`src/rtl/packet_sink.sv`:
```
// packet_sink: leaf-side receiver for the BFT network.
// It checks the destination of each packet and tracks a sequence number per source.
// Accepted {src,seq} pairs are queued in a show-ahead FIFO with a valid/ready output.
// The input is never stalled: a packet is sampled on every cycle.
module packet_sink #(
   parameter int num_leaves = 8,
   parameter int payload_sz = 7,
   parameter int addr       = 0,
   parameter int fifo_depth = 4,
   parameter int cnt_w      = 16,
   parameter int addr_w     = $clog2(num_leaves),
   parameter int seq_w      = payload_sz - addr_w,
   parameter int p_sz       = 1 + addr_w + payload_sz
) (
   input  logic              clk,
   input  logic              reset,
   input  logic [p_sz-1:0]   bus_i,
   output logic              out_valid,
   input  logic              out_ready,
   output logic [addr_w-1:0] out_src,
   output logic [seq_w-1:0]  out_seq,
   output logic [cnt_w-1:0]  rcvd_count,
   output logic [cnt_w-1:0]  err_seq_count,
   output logic [cnt_w-1:0]  drop_count,
   output logic              err_addr
);

   localparam int ptr_w = $clog2(fifo_depth);
   localparam logic [addr_w-1:0] my_addr = addr_w'(addr);

   // Packet field decode.
   logic              pkt_vld;
   logic [addr_w-1:0] pkt_dst;
   logic [addr_w-1:0] pkt_src;
   logic [seq_w-1:0]  pkt_seq;

   assign pkt_vld = bus_i[p_sz-1];
   assign pkt_dst = bus_i[p_sz-2 -: addr_w];
   assign pkt_src = bus_i[payload_sz-1 -: addr_w];
   assign pkt_seq = bus_i[seq_w-1:0];

   logic good, bad_dst;
   assign good    = pkt_vld && (pkt_dst == my_addr);
   assign bad_dst = pkt_vld && (pkt_dst != my_addr);

   // FIFO storage. Each pointer carries an extra wrap bit so that full and empty can be told apart.
   logic [fifo_depth-1:0][payload_sz-1:0] mem;
   logic [ptr_w:0] wr_ptr, rd_ptr;
   logic empty, full, pop, push, drop;

   assign empty = (wr_ptr == rd_ptr);
   assign full  = (wr_ptr[ptr_w] != rd_ptr[ptr_w]) &&
                  (wr_ptr[ptr_w-1:0] == rd_ptr[ptr_w-1:0]);
   assign pop   = !empty && out_ready;
   // A pop on the same edge frees the slot that a full FIFO needs.
   assign push  = good && (!full || pop);
   assign drop  = good && full && !pop;

   // The outputs come only from the registered pointers and storage.
   assign out_valid = !empty;
   assign {out_src, out_seq} = mem[rd_ptr[ptr_w-1:0]];

   // FIFO pointers and storage. The storage is cleared so that the head reads 0 after reset.
   always_ff @(posedge clk or negedge reset) begin
      if (!reset) begin
         mem    <= '0;
         wr_ptr <= '0;
         rd_ptr <= '0;
      end else begin
         if (push) begin
            mem[wr_ptr[ptr_w-1:0]] <= {pkt_src, pkt_seq};
            wr_ptr <= wr_ptr + (ptr_w+1)'(1);
         end
         if (pop) rd_ptr <= rd_ptr + (ptr_w+1)'(1);
      end
   end

   // Per-source sequence tracker. It resynchronises to every good packet, including dropped ones.
   logic [num_leaves-1:0][seq_w-1:0] exp_seq;
   logic seq_err;
   assign seq_err = good && (pkt_seq != exp_seq[pkt_src]);

   // Per-source sequence tracker: after each good packet, expect the received sequence + 1.
   always_ff @(posedge clk or negedge reset) begin
      if (!reset) exp_seq <= '0;
      else if (good) exp_seq[pkt_src] <= pkt_seq + seq_w'(1);
   end

   // Saturating statistics counters.
   always_ff @(posedge clk or negedge reset) begin
      if (!reset) begin
         rcvd_count    <= '0;
         err_seq_count <= '0;
         drop_count    <= '0;
      end else begin
         if (push && rcvd_count != '1)       rcvd_count    <= rcvd_count + cnt_w'(1);
         if (seq_err && err_seq_count != '1) err_seq_count <= err_seq_count + cnt_w'(1);
         if (drop && drop_count != '1)       drop_count    <= drop_count + cnt_w'(1);
      end
   end

   // Sticky flag for a misrouted packet: it stays set until reset.
   always_ff @(posedge clk or negedge reset) begin
      if (!reset) err_addr <= 1'b0;
      else if (bad_dst) err_addr <= 1'b1;
   end

endmodule

```
`config.mk`:
```
export PLATFORM = sky130hd
export DESIGN_NAME = packet_sink
export DESIGN_NICKNAME = d
export VERILOG_FILES = /design/src/rtl/packet_sink.sv
export SDC_FILE = /design/constraint.sdc
export NUM_CORES = 1
export LEC_CHECK = 0
export BUFFER_PORTS_ARGS = -buffer_cell sky130_fd_sc_hd__buf_2
export CELL_PAD_IN_SITES_DETAIL_PLACEMENT = 1
export CELL_PAD_IN_SITES_GLOBAL_PLACEMENT = 1
export CORE_MARGIN = 4
export CORE_UTILIZATION = 45
export CTS_CLUSTER_DIAMETER = 60
export DETAILED_ROUTE_END_ITERATION = 6
export PLACE_DENSITY_LB_ADDON = 0.1
export SYNTH_ARGS = -nofsm -noshare
export SYNTH_HDL_FRONTEND = slang
export SYNTH_SLANG_ARGS = --single-unit
export TNS_END_PERCENT = 5
```
`constraint.sdc`:
```
create_clock -name clk -period 4.1 [get_ports clk]
set_clock_uncertainty 0.1 [all_clocks]
set_input_delay 0.41 -clock clk [delete_from_list [all_inputs] [get_ports clk]]
set_output_delay 0.41 -clock clk [all_outputs]
set_load 0.02 [all_outputs]
```
==> summary.json, run 1 <==
{
  "dieArea": {"value": 0.0138, "unit": "mm²"},
  "detail_route.iter0.violations": {"value": 194},
  "floorplan.initialDensity": {"value": 0.466},
  "cts.root.buffer_cell": {"value": "sky130_fd_sc_hd__clkbuf_16"},
  "top_layer": {"value": "met4"},
  "cts.reportedPaths.clkPinSlew": {"value": 0.05, "unit": "ns"},
  "multiInputGateArea": {"value": 0.00239, "unit": "mm²"},
  "port_buffers": {"value": 70},
  "cts_inserted_buffers": {"value": 17},
  "yosysWarnings": {"value": 0},
  "drv.max_cap_violation_count": {"value": 0},
  "timing.hold.worst.class": {"value": "in2reg"},
  "grt_pass1_wl": {"value": 21700, "unit": "µm"},
  "maximum_number_of_pins_on_one_net_before_global_route_repair": {"value": 61},
  "postSynthNetCount": {"value": 471},
  "synth_compound_area_frac": {"value": 0.0296},
  "timing.critical_path.from_type": {"value": "register"},
  "tritoncts_clock_tree": {"value": "yes"},
  "cts.htree.levels": {"value": 4},
  "crit_path_end_kind": {"value": "register"},
  "die_span_in_x": {"value": 118, "unit": "µm"},
  "met1Wirelength": {"value": 5510, "unit": "µm"},
  "grtUsageTotal": {"value": 0.197},
  "final_routed_wirelength": {"value": 12600, "unit": "µm"},
  "syn-instance-count": {"value": 448},
  "worstSetupPathType": {"value": "reg2reg"},
  "synthXorXnorAreaFrac": {"value": 0.0922},
  "first_global_vias": {"value": 4161},
  "num-fill-cells": {"value": 1220},
  "routed-wl-met2": {"value": 6410, "unit": "µm"},
  "layout-area-overhead-vs-synth": {"value": 21.1, "unit": "%"},
  "ir_drop": {"value": 421, "unit": "µV"},
  "gp_routability_congestion": {"value": 0.759},
  "post_synth_and_or_nand_nor_area_fraction": {"value": 0.139},
  "number_of_antenna_violations_at_the_first_check_in_global_routing": {"value": 0},
  "cts_post_setup_buffers_inserted": {"value": 0},
  "fin_nets": {"value": 549},
  "fmax": {"value": 0.357, "unit": "GHz"},
  "synth_edf_count": {"value": 0},
  "chipHeight": {"value": 118, "unit": "µm"},
  "drt-vias-per-instance": {"value": 5.40},
  "max_slew.worst_pin.slew": {"value": 1.02, "unit": "ns"},
  "yosys-mux-area-fraction": {"value": 0.160},
  "worst_rel_slew_slack": {"value": 0.317},
  "cts-root-to-sink-buffers": {"value": 2},
  "hold_viol_final": {"value": 0},
  "postCtsResizedCells": {"value": 0},
  "drive_above_1_share": {"value": 0.299},
  "timing.setup.tns": {"value": 0, "unit": "ns"},
  "syn_area_per_cell": {"value": 12.1, "unit": "µm²"},
  "cp_max_fo": {"value": 10},
  "place.detailed.hpwl": {"value": 8600, "unit": "µm"},
  "final_cells": {"value": 682},
  "global_route.overflow_total": {"value": 0},
  "drt.antenna.violating_nets": {"value": 0},
  "ys_dominant_reg_cell": {"value": "sky130_fd_sc_hd__dfrtp_1"},
  "detail_route.drc_violations": {"value": 0},
  "route.met3.wl": {"value": 396, "unit": "µm"},
  "layout_worst_path_cycle_share": {"value": 0.683},
  "dominant_combinational_cell_family_by_area_after_synthesis": {"value": "multiplexers"},
  "placeableCoreArea": {"value": 0.0116, "unit": "mm²"},
  "arrival": {"value": 3.03, "unit": "ns"},
  "result_of_the_run": {"value": "complete, no violations"},
  "clkLatencyLatePin": {"value": 0.42, "unit": "ns"},
  "rows": {"value": 39},
  "post_cts_hold_buffer_count": {"value": 1},
  "top_level_ports": {"value": 71},
  "dp_cells": {"value": 649},
  "grt_setup_unrepaired": {"value": "no"},
  "critPathRequiredTime": {"value": 4.33, "unit": "ns"},
  "setup_violations": {"value": 0},
  "power_per_cell_area": {"value": 622, "unit": "mW/mm²"},
  "static-leakage-power": {"value": 0.00321, "unit": "µW"},
  "synth-seq-area-share": {"value": 0.532},
  "synth.lib_cells_used.distinct": {"value": 38},
  "synth_seq_cells": {"value": 115},
  "antennaDiodeCount": {"value": 0},
  "netlist_area": {"value": 0.00541, "unit": "mm²"},
  "cts.sinks": {"value": 115},
  "detail_route.first_pass.iterations": {"value": 4},
  "sequential_cell_area_in_the_final_layout": {"value": 0.00288, "unit": "mm²"},
  "route.vias.total": {"value": 3681},
  "post_route_minimum_period": {"value": 2.80, "unit": "ns"},
  "yosys.area_share.adder": {"value": 0.0208},
  "post_drt_wl_per_cell": {"value": 18.4, "unit": "µm"},
  "drv_slew": {"value": 0},
  "async_flop_share": {"value": 1.00}
}
-- routing by layer --
metal	GRT usage	vias up
li1	-	1730
met1	0.248	1879
met2	0.321	55
met3	0.0509	17
met4	0.0842	0
met5	0	-
-- cell families after synthesis --
family	count (synthesis)
buf+inv	30
mux	68
flops	115
simple gates	141
compound gates	28
xor+xnor	57
fa+ha+maj	9
-- worst max-delay path, cell delays in order, from the launching register on --
cell                      delay [ns]
sky130_fd_sc_hd__dfrtp_1        0.75
sky130_fd_sc_hd__xor2_1         0.19
sky130_fd_sc_hd__or4_1          0.56
sky130_fd_sc_hd__a211o_1        0.36
sky130_fd_sc_hd__or3_1          0.41
sky130_fd_sc_hd__nor3_2         0.15
sky130_fd_sc_hd__xor2_1         0.19
-- Yosys cell counts, types with 9 or more instances --
| cell | instances | share of area |
|---|---|---|
| sky130_fd_sc_hd__nor2_1 | 22 | 0.015 |
| sky130_fd_sc_hd__nor3_1 | 12 | 0.011 |
| sky130_fd_sc_hd__mux2i_1 | 18 | 0.033 |
| sky130_fd_sc_hd__dfrtp_1 | 115 | 0.53 |
| sky130_fd_sc_hd__mux2_2 | 39 | 0.081 |
| sky130_fd_sc_hd__nand3_1 | 24 | 0.022 |
| sky130_fd_sc_hd__xnor2_1 | 30 | 0.049 |
| sky130_fd_sc_hd__nand2_1 | 46 | 0.032 |
| sky130_fd_sc_hd__ha_1 | 9 | 0.021 |
| sky130_fd_sc_hd__o21ai_0 | 15 | 0.014 |
| sky130_fd_sc_hd__mux4_2 | 11 | 0.046 |
| sky130_fd_sc_hd__inv_1 | 14 | 0.0097 |
| sky130_fd_sc_hd__xor2_1 | 27 | 0.044 |
-- final timing paths --
kind	start	endpoint	slack, ns	depth (start not counted)
worst max-delay path	rd_ptr[0]$_DFFE_PN0P_	drop_count[14]$_DFFE_PN0P_	1.30	6
max in group asynchronous	reset	exp_seq[21]$_DFFE_PN0P_	2.62	3
worst min register to register	exp_seq[22]$_DFFE_PN0P_	exp_seq[22]$_DFFE_PN0P_	0.38	2
worst max register to register	rd_ptr[0]$_DFFE_PN0P_	drop_count[14]$_DFFE_PN0P_	1.30	6
worst min-delay path	bus_i[10]	err_addr$_DFFE_PN0P_	0.17	3
min in group asynchronous	reset	err_seq_count[9]$_DFFE_PN0P_	0.51	2
-- per-stage QoR --
step / cell area (µm²) / hold slack [ns] / setup WS, ns / total power (µW) / utilization
after global placement: 5890 / 0.358 / 1.11 / 2450 / 0.508
final: 6550 / 0.166 / 1.30 / 4080 / 0.564
after global routing: 6550 / 0.180 / 1.05 / 4300 / 0.564
after CTS: 6550 / 0.152 / 1.25 / 4140 / 0.564
after floorplan: 5410 / 0.0144 / 1.60 / 2200 / -
after detailed placement: 5890 / 0.374 / 0.988 / 2500 / 0.508
-- placed cells by master, fill, tap and decap left out, types with 2 or more instances in the layout --
master and instances:
sky130_fd_sc_hd__a21oi_1 8, sky130_fd_sc_hd__and3_1 5, sky130_fd_sc_hd__and4_1 2, sky130_fd_sc_hd__buf_2 69, sky130_fd_sc_hd__buf_4 4, sky130_fd_sc_hd__bufinv_16 4, sky130_fd_sc_hd__clkbuf_1 2, sky130_fd_sc_hd__clkbuf_16 17
sky130_fd_sc_hd__clkbuf_8 5, sky130_fd_sc_hd__clkinv_2 2, sky130_fd_sc_hd__dfrtp_1 115, sky130_fd_sc_hd__ha_1 9, sky130_fd_sc_hd__inv_1 14, sky130_fd_sc_hd__mux2_2 39, sky130_fd_sc_hd__mux2i_1 18, sky130_fd_sc_hd__mux4_2 11
sky130_fd_sc_hd__nand2_1 46, sky130_fd_sc_hd__nand3_1 24, sky130_fd_sc_hd__nand4_1 8, sky130_fd_sc_hd__nand4b_1 2, sky130_fd_sc_hd__nor2_1 22, sky130_fd_sc_hd__nor3_1 12, sky130_fd_sc_hd__nor3_2 2, sky130_fd_sc_hd__nor4_1 6
sky130_fd_sc_hd__nor4_4 2, sky130_fd_sc_hd__nor4b_1 4, sky130_fd_sc_hd__o21ai_0 15, sky130_fd_sc_hd__xnor2_1 30, sky130_fd_sc_hd__xor2_1 27
-- area by class of cell --
type | count | share of cell area
clock buffer | 24 | 0.0766
clock inverter | 8 | 0.0223
inverter | 14 | 0.00802
multi-input combinational | 303 | 0.365
sequential | 115 | 0.439
tap | 143 | 0.0273
timing repair buffer | 75 | 0.0619
-- power by group --
group / switching [µW] / leakage [µW] / internal (µW)
combinational: 451 / 0.00139 / 425
sequential: 217 / 0.00150 / 1380
clock: 508 / 0.000316 / 1100
-- state kept, by name, indices dropped and copies added, names as in the netlist --
signal	cells
exp_seq	32
mem	28
wr_ptr	3
rd_ptr	3
drop_count	16
rcvd_count	16
err_addr	1
err_seq_count	16
No activity file was read; power rests on OpenSTA's default activity.
==> inputs of run 2 (changes only) <==
Settings changed: ABC_AREA set to 1, CORE_UTILIZATION 45 to 44.
Clock period 4.1 ns to 2.8 ns, I/O delays scaled along.
==> summary.json, run 2 <==
{
  "post_drt_wl_per_cell": {"value": 15.8, "unit": "µm", "change": "-14%"},
  "postSynthNetCount": {"value": 772, "change": "+64%"},
  "timing.critical_path.from_type": {"value": "register"},
  "crit_path_end_kind": {"value": "output pin"},
  "met1Wirelength": {"value": 7140, "unit": "µm", "change": "+30%"},
  "cts_inserted_buffers": {"value": 17, "change": "unchanged"},
  "grt_pass1_wl": {"value": 27400, "unit": "µm", "change": "+27%"},
  "cts_post_setup_buffers_inserted": {"value": 0, "change": "unchanged"},
  "postCtsResizedCells": {"value": 0, "change": "unchanged"},
  "top_layer": {"value": "met4"},
  "place.detailed.hpwl": {"value": 11200, "unit": "µm", "change": "+30%"},
  "largest_reg_flops": {"value": 32, "change": "unchanged"},
  "post_cts_hold_buffer_count": {"value": 2, "change": "+1"},
  "power_per_cell_area": {"value": 848, "unit": "mW/mm²", "change": "+36%"},
  "gp_routability_congestion": {"value": 0.875, "change": "+15%"},
  "tritoncts_clock_tree": {"value": "yes"},
  "routed-wl-met2": {"value": 8060, "unit": "µm", "change": "+26%"},
  "detail_route.drc_violations": {"value": 0, "change": "unchanged"},
  "drv.max_cap_violation_count": {"value": 0, "change": "unchanged"},
  "grt_setup_unrepaired": {"value": "no"},
  "maximum_number_of_pins_on_one_net_before_global_route_repair": {"value": 63, "change": "+3.3%"},
  "rows": {"value": 42, "change": "+7.7%"},
  "yosys.cell_count.top_type": {"value": "sky130_fd_sc_hd__nand2_1"},
  "synth.lib_cells_used.distinct": {"value": 31, "change": "-18%"},
  "route.vias.total": {"value": 5196, "change": "+41%"},
  "fmax": {"value": 0.420, "unit": "GHz"},
  "hold_viol_final": {"value": 0, "change": "unchanged"},
  "syn_area_per_cell": {"value": 8.01, "unit": "µm²", "change": "-34%"},
  "timing.hold.worst.class": {"value": "in2reg"},
  "synth-seq-area-share": {"value": 0.480, "change": "-0.0521"},
  "route.met3.wl": {"value": 521, "unit": "µm", "change": "+32%"},
  "number_of_antenna_violations_at_the_first_check_in_global_routing": {"value": 0, "change": "unchanged"},
  "arrival": {"value": 2.00, "unit": "ns", "change": "-1.03 ns"},
  "syn-instance-count": {"value": 749, "change": "+67%"},
  "ys_dominant_reg_cell": {"value": "sky130_fd_sc_hd__dfrtp_1"},
  "chipHeight": {"value": 125, "unit": "µm", "change": "+6.0%"},
  "drt-vias-per-instance": {"value": 5.13, "change": "-5.0%"},
  "final_routed_wirelength": {"value": 16000, "unit": "µm", "change": "+28%"},
  "placeableCoreArea": {"value": 0.0133, "unit": "mm²", "change": "+14%"},
  "port_buffers": {"value": 70, "change": "unchanged"},
  "top_level_ports": {"value": 71, "change": "unchanged"},
  "cp-startpoint": {"value": "rd_ptr[0]$_DFFE_PN0P_"},
  "r2r-start": {"value": "rd_ptr[1]$_DFFE_PN0P_"},
  "sequential_cell_area_in_the_final_layout": {"value": 0.00288, "unit": "mm²", "change": "unchanged"},
  "cts.reportedPaths.clkPinSlew": {"value": 0.05, "unit": "ns", "change": "about the same"},
  "most_area_hungry_cell_type_in_the_yosys_netlist": {"value": "sky130_fd_sc_hd__dfrtp_1"},
  "fin_nets": {"value": 849, "change": "+55%"},
  "async_flop_share": {"value": 1.00, "change": "unchanged"},
  "regToRegEndpoint": {"value": "drop_count[5]$_DFFE_PN0P_"},
  "post_route_minimum_period": {"value": 2.38, "unit": "ns"},
  "layout_worst_path_cycle_share": {"value": 0.851},
  "post-route-util": {"value": 0.530, "change": "-0.0341"},
  "cts-root-to-sink-buffers": {"value": 2, "change": "unchanged"},
  "netlist_area": {"value": 0.00600, "unit": "mm²", "change": "+11%"},
  "num-fill-cells": {"value": 1649, "change": "+35%"},
  "synth_seq_cells": {"value": 115, "change": "unchanged"},
  "top_register": {"value": "exp_seq"},
  "drt.antenna.violating_nets": {"value": 0, "change": "unchanged"},
  "final_common_cell": {"value": "sky130_fd_sc_hd__nand2_1"},
  "drv_slew": {"value": 0, "change": "unchanged"},
  "yosysWarnings": {"value": 0, "change": "unchanged"},
  "static-leakage-power": {"value": 0.00349, "unit": "µW", "change": "+8.9%"},
  "cts.htree.levels": {"value": 4, "change": "unchanged"},
  "timing.reg2reg.worst_path_depth": {"value": 9, "change": "+3"},
  "cts.root.buffer_cell": {"value": "sky130_fd_sc_hd__clkbuf_16"},
  "cp_max_fo": {"value": 16, "change": "+6"},
  "critPathRequiredTime": {"value": 2.42, "unit": "ns", "change": "-1.91 ns"},
  "first_global_vias": {"value": 5495, "change": "+32%"},
  "cts.sinks": {"value": 115, "change": "unchanged"},
  "ir_drop": {"value": 439, "unit": "µV", "change": "+4.3%"},
  "die_span_in_x": {"value": 125, "unit": "µm", "change": "+6.0%"},
  "layout.cells.most_common_list": {"value": "214 x sky130_fd_sc_hd__nand2_1, 115 x sky130_fd_sc_hd__dfrtp_1, 78 x sky130_fd_sc_hd__o21ai_0"},
  "multiInputGateArea": {"value": 0.00268, "unit": "mm²", "change": "+12%"},
  "grtUsageTotal": {"value": 0.216, "change": "+0.0191"},
  "antennaDiodeCount": {"value": 0, "change": "unchanged"},
  "timing.setup.tns": {"value": 0, "unit": "ns", "change": "unchanged"},
  "worstSetupPathType": {"value": "reg2out"},
  "clkLatencyLatePin": {"value": 0.42, "unit": "ns", "change": "about the same"},
  "worst_rel_slew_slack": {"value": 0.394, "change": "+0.0771"},
  "yosysTopAreaCellShare": {"value": 0.480, "change": "-0.0521"},
  "layout-area-overhead-vs-synth": {"value": 17.5, "unit": "%"},
  "floorplan.initialDensity": {"value": 0.451, "change": "-0.0147"},
  "setup_violations": {"value": 0, "change": "unchanged"},
  "reg_top3": {"value": "exp_seq x32, mem x28"},
  "dieArea": {"value": 0.0156, "unit": "mm²", "change": "+12%"},
  "setup.reg_to_reg.worst_slack": {"value": 0.50, "unit": "ns", "change": "-0.80 ns"},
  "synth_edf_count": {"value": 0, "change": "unchanged"},
  "drive_above_1_share": {"value": 0.151, "change": "-0.148"},
  "global_route.overflow_total": {"value": 0, "change": "unchanged"},
  "synth_common_cells": {"value": "214 x sky130_fd_sc_hd__nand2_1, 115 x sky130_fd_sc_hd__dfrtp_1, 78 x sky130_fd_sc_hd__o21ai_0"},
  "cell_types_occupying_the_most_area_after_synthesis": {"value": "sky130_fd_sc_hd__dfrtp_1 48%, sky130_fd_sc_hd__nand2_1 13%, sky130_fd_sc_hd__o21ai_0 6.5%, sky130_fd_sc_hd__nand3_1 4.8%, sky130_fd_sc_hd__inv_1 4.8%"},
  "result_of_the_run": {"value": "complete, no violations"},
  "max_slew.worst_pin.slew": {"value": 0.906, "unit": "ns", "change": "-0.109 ns"},
  "detail_route.first_pass.iterations": {"value": 4, "change": "unchanged"},
  "endpoint": {"value": "out_seq[0]"},
  "detail_route.iter0.violations": {"value": 290, "change": "+49%"}
}
==> run 2: layer usage <==
metal,vias to the layer above,global-route usage
li1,2523,-
met1,2569,0.273
met2,82,0.363
met3,22,0.0425
met4,0,0.0864
met5,-,0
==> run 2: worst min path at each step <==
stage | from | endpoint | depth (start not counted)
after floorplan | reset | drop_count[0]$_DFFE_PN0P_ | 0
after global placement | reset | mem[27]$_DFFE_PN0P_ | 1
after detailed placement | reset | mem[27]$_DFFE_PN0P_ | 1
after CTS | bus_i[9] | err_addr$_DFFE_PN0P_ | 4
after global routing | out_ready | rd_ptr[2]$_DFFE_PN0P_ | 3
final | out_ready | rd_ptr[2]$_DFFE_PN0P_ | 3
==> run 2: power breakdown <==
part | leakage [µW] | internal, µW | total (µW) | switching, µW
Sequential | 0.00140 | 2070 | 2370 | 303
Clock | 0.000269 | 1270 | 1990 | 716
Combinational | 0.00182 | 563 | 1620 | 1060
Total | 0.00349 | 3900 | 5980 | 2070
==> run 2: final cells by class <==
| type | instances | share of cell area |
|---|---|---|
| well taps | 176 | 0.0312 |
| clock inverters | 6 | 0.00781 |
| repair buffers | 77 | 0.0600 |
| flip-flops and latches | 115 | 0.408 |
| multi-input cells | 534 | 0.381 |
| clock buffers | 24 | 0.0683 |
| inverters | 81 | 0.0435 |
==> run 2: stage by stage <==
step / hold WS [ns] / cell area (µm²) / setup WS [ns] / total power (µW) / std cells
after floorplan: -0.116 / 6000 / 0.883 / 3430 / 749
after global placement: 0.126 / 6490 / 0.586 / 3910 / 981
after detailed placement: 0.135 / 6490 / 0.495 / 4010 / 981
after CTS: 0.0732 / 7050 / 0.408 / 6050 / 1013
after global routing: 0.117 / 7050 / 0.259 / 6370 / 1013
final: 0.120 / 7050 / 0.417 / 5980 / 1013
==> run 2: critical path: stages (launching register included) <==
cell and delay [ns]:
sky130_fd_sc_hd__dfrtp_1 0.40, sky130_fd_sc_hd__buf_4 0.21, sky130_fd_sc_hd__inv_1 0.39, sky130_fd_sc_hd__o21ai_0 0.15
sky130_fd_sc_hd__o22ai_1 0.22, sky130_fd_sc_hd__buf_2 0.21
==> run 2: cell families (layout without fill, tap and decap cells) <==
logic type	Yosys count	after routing	synth area share
AO/OA/AOI/OAI	99	99	0.0874
XOR/XNOR	52	52	0.0759
adder cells (fa/ha/maj)	9	9	0.0188
buffers and inverters	100	188	0.0732
flip-flops	115	115	0.480
AND/OR/NAND/NOR	374	374	0.265
